==> src/rtl/osd_overlay_mixer.sv <==
// Final OSD stage: delays video to meet the renderer's glyph flag, then blends the
// frame-latched OSD colour onto lit pixels with optional drop shadow and blinking.
module osd_overlay_mixer #(
  parameter int DELAY        = 2,
  parameter int BLINK_FRAMES = 30
) (
  input  logic        clk,
  input  logic        rst,
  input  logic [7:0]  i_r,
  input  logic [7:0]  i_g,
  input  logic [7:0]  i_b,
  input  logic        i_hs,
  input  logic        i_vs,
  input  logic        i_de,
  input  logic        osd_en,
  input  logic [23:0] osd_color,
  input  logic [1:0]  alpha,
  input  logic        shadow_en,
  input  logic        blink_en,
  output logic [7:0]  o_r,
  output logic [7:0]  o_g,
  output logic [7:0]  o_b,
  output logic        o_hs,
  output logic        o_vs,
  output logic        o_de
);

  localparam int PW = 27;
  localparam logic [7:0] BLINK_LAST = 8'(BLINK_FRAMES - 1);

  logic [PW-1:0] dly [DELAY];
  logic [7:0]    v_r, v_g, v_b;
  logic          v_hs, v_vs, v_de;

  logic          vs_prev, en_d, blink_phase;
  logic [7:0]    blink_cnt;
  logic [23:0]   color_l, color_eff;
  logic [1:0]    alpha_l, alpha_eff;
  logic          shadow_l, shadow_eff;
  logic          frame_edge, hidden, lit, shade;
  logic [2:0]    w;
  logic [7:0]    mix_r, mix_g, mix_b;

  function automatic logic [7:0] blend(input logic [7:0] c, input logic [7:0] v,
                                       input logic [2:0] wt);
    logic [10:0] s;
    s = 11'(c) * 11'(wt) + 11'(v) * 11'(3'd4 - wt);
    return 8'(s >> 2);
  endfunction

  always_ff @(posedge clk or posedge rst) begin
    if (rst) begin
      for (int i = 0; i < DELAY; i++) dly[i] <= '0;
    end else begin
      dly[0] <= {i_r, i_g, i_b, i_hs, i_vs, i_de};
      for (int i = 1; i < DELAY; i++) dly[i] <= dly[i-1];
    end
  end

  assign {v_r, v_g, v_b, v_hs, v_vs, v_de} = dly[DELAY-1];

  // The boundary pixel itself already mixes with the freshly sampled settings.
  always_comb begin
    frame_edge = vs_prev & ~v_vs;
    color_eff  = frame_edge ? osd_color : color_l;
    alpha_eff  = frame_edge ? alpha     : alpha_l;
    shadow_eff = frame_edge ? shadow_en : shadow_l;
    hidden     = blink_en & blink_phase;
    lit        = osd_en & v_de & ~hidden;
    shade      = shadow_eff & en_d & ~osd_en & v_de & ~hidden;
    case (alpha_eff)
      2'd0:    w = 3'd0;
      2'd1:    w = 3'd1;
      2'd2:    w = 3'd2;
      default: w = 3'd4;
    endcase
  end

  always_comb begin
    mix_r = v_r;
    mix_g = v_g;
    mix_b = v_b;
    if (!v_de) begin
      mix_r = '0;
      mix_g = '0;
      mix_b = '0;
    end else if (lit) begin
      mix_r = blend(color_eff[23:16], v_r, w);
      mix_g = blend(color_eff[15:8],  v_g, w);
      mix_b = blend(color_eff[7:0],   v_b, w);
    end else if (shade) begin
      mix_r = v_r >> 1;
      mix_g = v_g >> 1;
      mix_b = v_b >> 1;
    end
  end

  // Frame-rate state: settings latch and blink counter advance on the v_vs fall.
  always_ff @(posedge clk or posedge rst) begin
    if (rst) begin
      vs_prev     <= 1'b0;
      en_d        <= 1'b0;
      color_l     <= '0;
      alpha_l     <= '0;
      shadow_l    <= 1'b0;
      blink_cnt   <= '0;
      blink_phase <= 1'b0;
    end else begin
      vs_prev <= v_vs;
      en_d    <= osd_en & v_de;
      if (frame_edge) begin
        color_l  <= osd_color;
        alpha_l  <= alpha;
        shadow_l <= shadow_en;
        if (blink_cnt == BLINK_LAST) begin
          blink_cnt   <= '0;
          blink_phase <= ~blink_phase;
        end else begin
          blink_cnt <= blink_cnt + 8'd1;
        end
      end
    end
  end

  always_ff @(posedge clk or posedge rst) begin
    if (rst) begin
      o_r  <= '0;
      o_g  <= '0;
      o_b  <= '0;
      o_hs <= 1'b0;
      o_vs <= 1'b0;
      o_de <= 1'b0;
    end else begin
      o_r  <= mix_r;
      o_g  <= mix_g;
      o_b  <= mix_b;
      o_hs <= v_hs;
      o_vs <= v_vs;
      o_de <= v_de;
    end
  end

endmodule
==> config.mk <==
export PLATFORM = sky130hd
export DESIGN_NAME = osd_overlay_mixer
export DESIGN_NICKNAME = d
export VERILOG_FILES = /design/src/rtl/osd_overlay_mixer.sv
export SDC_FILE = /design/constraint.sdc
export NUM_CORES = 1
export LEC_CHECK = 0
export CAP_MARGIN = 40
export CORE_MARGIN = 3
export CORE_UTILIZATION = 35
export CTS_CLUSTER_SIZE = 12
export DETAILED_ROUTE_END_ITERATION = 10
export PLACE_DENSITY = 0.5
export SYNTH_ARGS = -nofsm -noshare
export SYNTH_HDL_FRONTEND = slang
export SYNTH_SLANG_ARGS = --single-unit
==> constraint.sdc <==
create_clock -name clk -period 18.58 [get_ports clk]
set_input_delay 2.787 -clock clk [delete_from_list [all_inputs] [get_ports clk]]
set_output_delay 2.787 -clock clk [all_outputs]
set_load 0.1 [all_outputs]
### Yosys cells after proc, flatten, opt, wreduce, memory -nomap -nowiden

Cells that the tools add are included.

* word-level logic and storage cells: 56
* memory bits (writable): 0
* flip-flop bits (word level): 118
* ROM bits: 0
* memories kept: 0
* bits of input ports: 58
* output and inout port bits: 27
* bits in latches: 0

* $add $sub $neg: 5
* multipliers: 6
* div/mod/pow operators: 0
* reduce and logical (&&, ||, !) cells: 2
* mux-type cells: 14
* magnitude comparators: 0
* bitwise operators: 12
* equality and inequality tests: 3
* shifts and indexed selects: 0

Operators by type and width (count)
* $mux 8: 10
* $add 10x10->10: 3
* $mul 8x3->10: 3
* $mux 24: 1
* $mul 8x11->10: 2
* $mul 9x4->10: 1
* $pmux 3 s3: 1
* $add 8x1->8 const B: 1
* $and 1x1->1: 8
* $eq 8x5->1 const B: 1
* $not 1->1: 4
* $sub 3x3->4 const A: 1
* $eq 2x1->1 const B: 1
* $eq 2x2->1 const B: 1
* $logic_not 2->1: 1
* $mux 2: 1
* $reduce_and 2->1: 1
* $mux 1: 1

### Depth between registers and ports, before layout

* word-level depth: 10
* gate-level depth with buffers: 29
* gate-level depth less buffers: 24

### Least setup slack after synthesis

OpenSTA, ideal clock, no wires.

* path kind: input port to flip-flop
* start point: input alpha[1]
* end point: register o_g[6]
* cell stages on the path: 24
* path buffers: 2
* setup slack: 10659 ps
* arrival: 7801 ps
* data required time: 18460 ps
* path through: mux2i_1 > inv_1 > ha_1 > nand2b_1 > clkbuf_1 > inv_1 > clkbuf_1 > and2_1 > fa_1 > inv_1 > fa_1 > inv_1 > ha_1 > fa_1 > inv_1 > fa_1 > inv_1 > ha_1 > a21o_1 > a21oi_1 > o21bai_1 > a21oi_1 > xnor2_1 > o211a_1

* cells in the longest elaborated chain, start to end: 8
* elaborated cells on any way between the ends: 11
* those cells by class: add/sub (2); mul (2); eq/ne (2); mux (4); reduce/logical (1)

RTL lines
* from (decl): RTL line 17 `input logic [1:0] alpha,`
* $mux 2 *
* net alpha_eff[1]: RTL line 38 `logic [1:0] alpha_l, alpha_eff;`
* $eq 2x2->1, or another cell as far along: RTL line 71 `case (alpha_eff)`
* $pmux 3 s3 *: RTL line 71
* $sub 3x3->4: RTL line 47 `s = 11'(c) * 11'(wt) + 11'(v) * 11'(3'd4 - wt);`
* $mul 8x11->10: RTL line 47
* $add 10x10->10 *: RTL line 47
* $mux 8 *: RTL line 87 `end else if (lit) begin`
* $mux 8 *: RTL line 83 `if (!v_de) begin`
* net mix_g[6]: RTL line 42 `logic [7:0] mix_r, mix_g, mix_b;`
* to (signal assigned): RTL line 135 `o_g <= mix_g;`
* to (decl): RTL line 21 `output logic [7:0] o_g,`

The timed path passes the listed nets; every way through them passes the cells marked *.
A chain may end at the register's enable or synchronous reset.

### Worst setup path in the final report

* start point: input alpha[1]
* end point: register o_r[6]

* cells in the longest elaborated chain, start to end: 8
* elaborated cells on any way between the ends: 11
* those cells by class: add/sub (2); mul (2); eq/ne (2); mux (4); reduce/logical (1)

RTL lines
* $mux 2 *
* net alpha_eff[1]: RTL line 38
* $eq 2x2->1, or another cell as far along: RTL line 71
* $pmux 3 s3 *: RTL line 71
* $sub 3x3->4: RTL line 47
* $mul 8x11->10: RTL line 47
* $add 10x10->10 *: RTL line 47
* $mux 8 *: RTL line 87
* $mux 8 *: RTL line 83
* net mix_r[6]: RTL line 42
* to (signal assigned): RTL line 134 `o_r <= mix_r;`
* to (decl): RTL line 20 `output logic [7:0] o_r,`

Marks and branches as above.

==> reports/metrics.csv <==
stage,metric,value,unit
floorplan,core,0.02725,mm²
synthesis,async_flop_share,100.0,%
floorplan,start_util,35.91,%
route,viasPerCell,4.405,
synthesis,synth_edf_count,0,
clocking,ctsHtreeMaxLevel,4,
clocking,cts_setup_buffers,0,
route,dr.max_layer_used,met4,
clocking,cts_resized,0,
route,met3_length,635,µm
sta,final.min_clock_period,8598,ps
global_routing,overflow,0,
synthesis,synth_seq_area_share,30.18,%
layout,layout_common_cells,"inv_1, dfrtp_1, fa_1",
place,io_buffer_count,84,
route,drt_iter0_markers,214,
synthesis,ys_warn_count,0,
synthesis,netlist_instances,937,
floorplan,io-pin-count,85,
power,power,1.533,mW
clocking,holdBufCountCts,0,
route,num_vias,6303,
synthesis,ys_seq_elements,118,
worst_setup_path,cp.required,18890,ps
floorplan,die_area,0.03000,mm²
worst_setup_path,worstSetupPathType,input pin to flop,
sta,finalCritPeriodShare,46.27,%
clocking,cts_buffers,17,
place,dpl_cell_area,0.01147,mm²
sta,slew_headroom,49.45,%
synthesis,syn_area,0.009786,mm²
sta,setup_viol,0,
synthesis,synthFlopType,dfrtp_1,
min_path,hp-class,flop to flop,
sta,tightest_slew,758.2,ps
clocking,cts_sinks,118,
route,wl_met1,9682,µm
synthesis,yosysUniqueCellTypes,39,
clocking,cts_tree,done,
outcome,status,finished clean,
clocking,insertion_delay,420,ps
job,cap_violations,0,
route,ant_nets,0,
clocking,clock_path_buffers,2,
power,p_leak,6.059,nW
route,met2_length,10560,µm
place,place_congestion,0.7901,
layout,syn2layout_area_growth,23.86,%
sta,rsz0062_at_grt,no,
place,hpwl,15960,µm
layout,fillers,2619,
worst_setup_path,worstPathMaxFanout,25,
clocking,cts.clk_slew.worst_paths,60,ps
layout,insertedDiodeCount,0,
route,first_pass_iters,4,
floorplan,num_rows,60,
floorplan,fp.dieH,173.2,µm
sta,hold_viol,0,
global_routing,grt_usage,15.28,%
layout,final_common_cell,inv_1,
route,routed_wl,21070,µm
global_routing,grt_pass1_wl,36510,µm
worst_setup_path,end_kind,flop,
global_routing,grt_pass1_vias,7040,
sta,max_clock_freq,116.3,MHz
clocking,cts-root-buf,clkbuf_16,
worst_setup_path,arrival,8900,ps
layout,layout.nets,1296,
worst_setup_path,startpoint_type,input pin,
floorplan,die_w,173.2,µm
layout,final_cell_area,0.01212,mm²
sta,fin_tns_setup,0,ps
power,max-vdd-ir-drop,0.05749,mV
sta,slew_viol_final,0,
global_routing,grt_max_degree,62,
sta,finClkSkew,11.47,ps
worst_setup_path,r2r_slack,11800,ps
power,power_density,126.5,mW/mm²
layout,drive_above_1_share,7.365,%
sta,hold-worst-slack,345.7,ps
synthesis,synthesis.nets,1186,
synthesis,avgSynthCellArea,10.44,µm²
route,drc,0,
route,wl_per_cell,14.73,µm
layout,final_util,44.48,%
global_routing,antenna_found_initial,1,
==> power by group <==
group	switching [mW]	internal, mW
sequential	0.0183	0.288
combinational	0.477	0.378
clock	0.132	0.239
==> synthesized netlist by cell type, types with 3 or more instances <==
master | n | area, µm²
a21o_1 | 7 | 52.55
a21oi_1 | 19 | 95.09
and2_1 | 53 | 331.6
and4_1 | 3 | 26.28
buf_6 | 4 | 45.04
clkbuf_1 | 23 | 86.33
dfrtp_1 | 118 | 2953
fa_1 | 117 | 2342
ha_1 | 74 | 925.9
inv_1 | 195 | 732.0
mux2i_1 | 37 | 370.4
nand2_1 | 87 | 326.6
nand2b_1 | 12 | 75.07
nand3_1 | 3 | 15.01
nand4_1 | 3 | 18.77
nor2_1 | 18 | 67.56
nor2b_1 | 58 | 362.9
o211a_1 | 21 | 210.2
o21a_1 | 3 | 22.52
o21ai_1 | 3 | 15.01
o21bai_1 | 3 | 22.52
xnor2_1 | 44 | 385.4
xor2_1 | 11 | 96.34
==> flip-flops by register name (all words and copies together) (netlist names) <==
name,cells
o_vs,1
alpha_l,2
dly,54
o_b,8
en_d,1
o_de,1
blink_phase,1
o_hs,1
o_g,8
o_r,8
blink_cnt,8
color_l,24
shadow_l,1
==> per-layer routing <==
metal	GRT usage, %	vias to the layer above
met3	2.738	14
met1	20.12	3170
met4	3.378	0
met5	0	-
li1	-	3045
met2	26.40	74
==> final cells by class <==
class                           count  area, µm²  share of cell area (%)
Multi-Input combinational cell    595       5966                   49.22
Clock inverter                     14      225.2                   1.858
Timing Repair Buffer              120       1349                   11.13
Tap cell                          372      465.4                   3.840
Clock buffer                       17      425.4                   3.510
Inverter                          195      737.0                   6.080
Sequential cell                   118       2953                   24.36
==> cells by family (layout without fill, tap and decap cells) <==
| kind of cell | after synthesis | count (layout) | share of synthesized area [%] |
|---|---|---|---|
| compound gates | 59 | 59 | 4.449 |
| xor+xnor | 57 | 57 | 5.383 |
| fa+ha+maj | 191 | 191 | 33.40 |
| buf+inv | 224 | 346 | 8.912 |
| flops | 118 | 118 | 30.18 |
| mux | 39 | 39 | 4.092 |
| simple gates | 249 | 249 | 13.59 |
==> stage by stage <==
step	std cells	setup WS [ps]
after floorplan	937	10660
after global placement	1370	9609
after detailed placement	1400	9503
after CTS	1431	9946
after global routing	1431	9472
final	1431	9982
==> critical path, stage by stage <==
cell and delay (ps):
clkdlybuf4s50_1 480, mux2i_1 110, inv_1 170, ha_1 160
buf_4 270, nand2b_1 270, inv_1 420, and2_1 450
inv_1 100, fa_1 410, fa_1 540, inv_1 40
ha_1 290, fa_1 480, inv_1 50, fa_1 470
inv_1 40, ha_1 320, a21o_1 190, a21oi_1 240
o21bai_1 120, a21oi_1 180, xnor2_1 90, o211a_1 200
==> path summary, 6_finish.rpt <==
path	to	cells after the start	startpoint
min in group asynchronous	dly[39]	2	rst
hold reg to reg	dly[7]	0	dly[34]
setup / recovery	o_r[6]	24	alpha[1]
hold / removal	dly[7]	0	dly[34]
setup reg to reg	o_r[6]	24	o_vs
max in group asynchronous	alpha_l[1]	3	rst
Note: power is estimated with default switching activity, not from simulation.
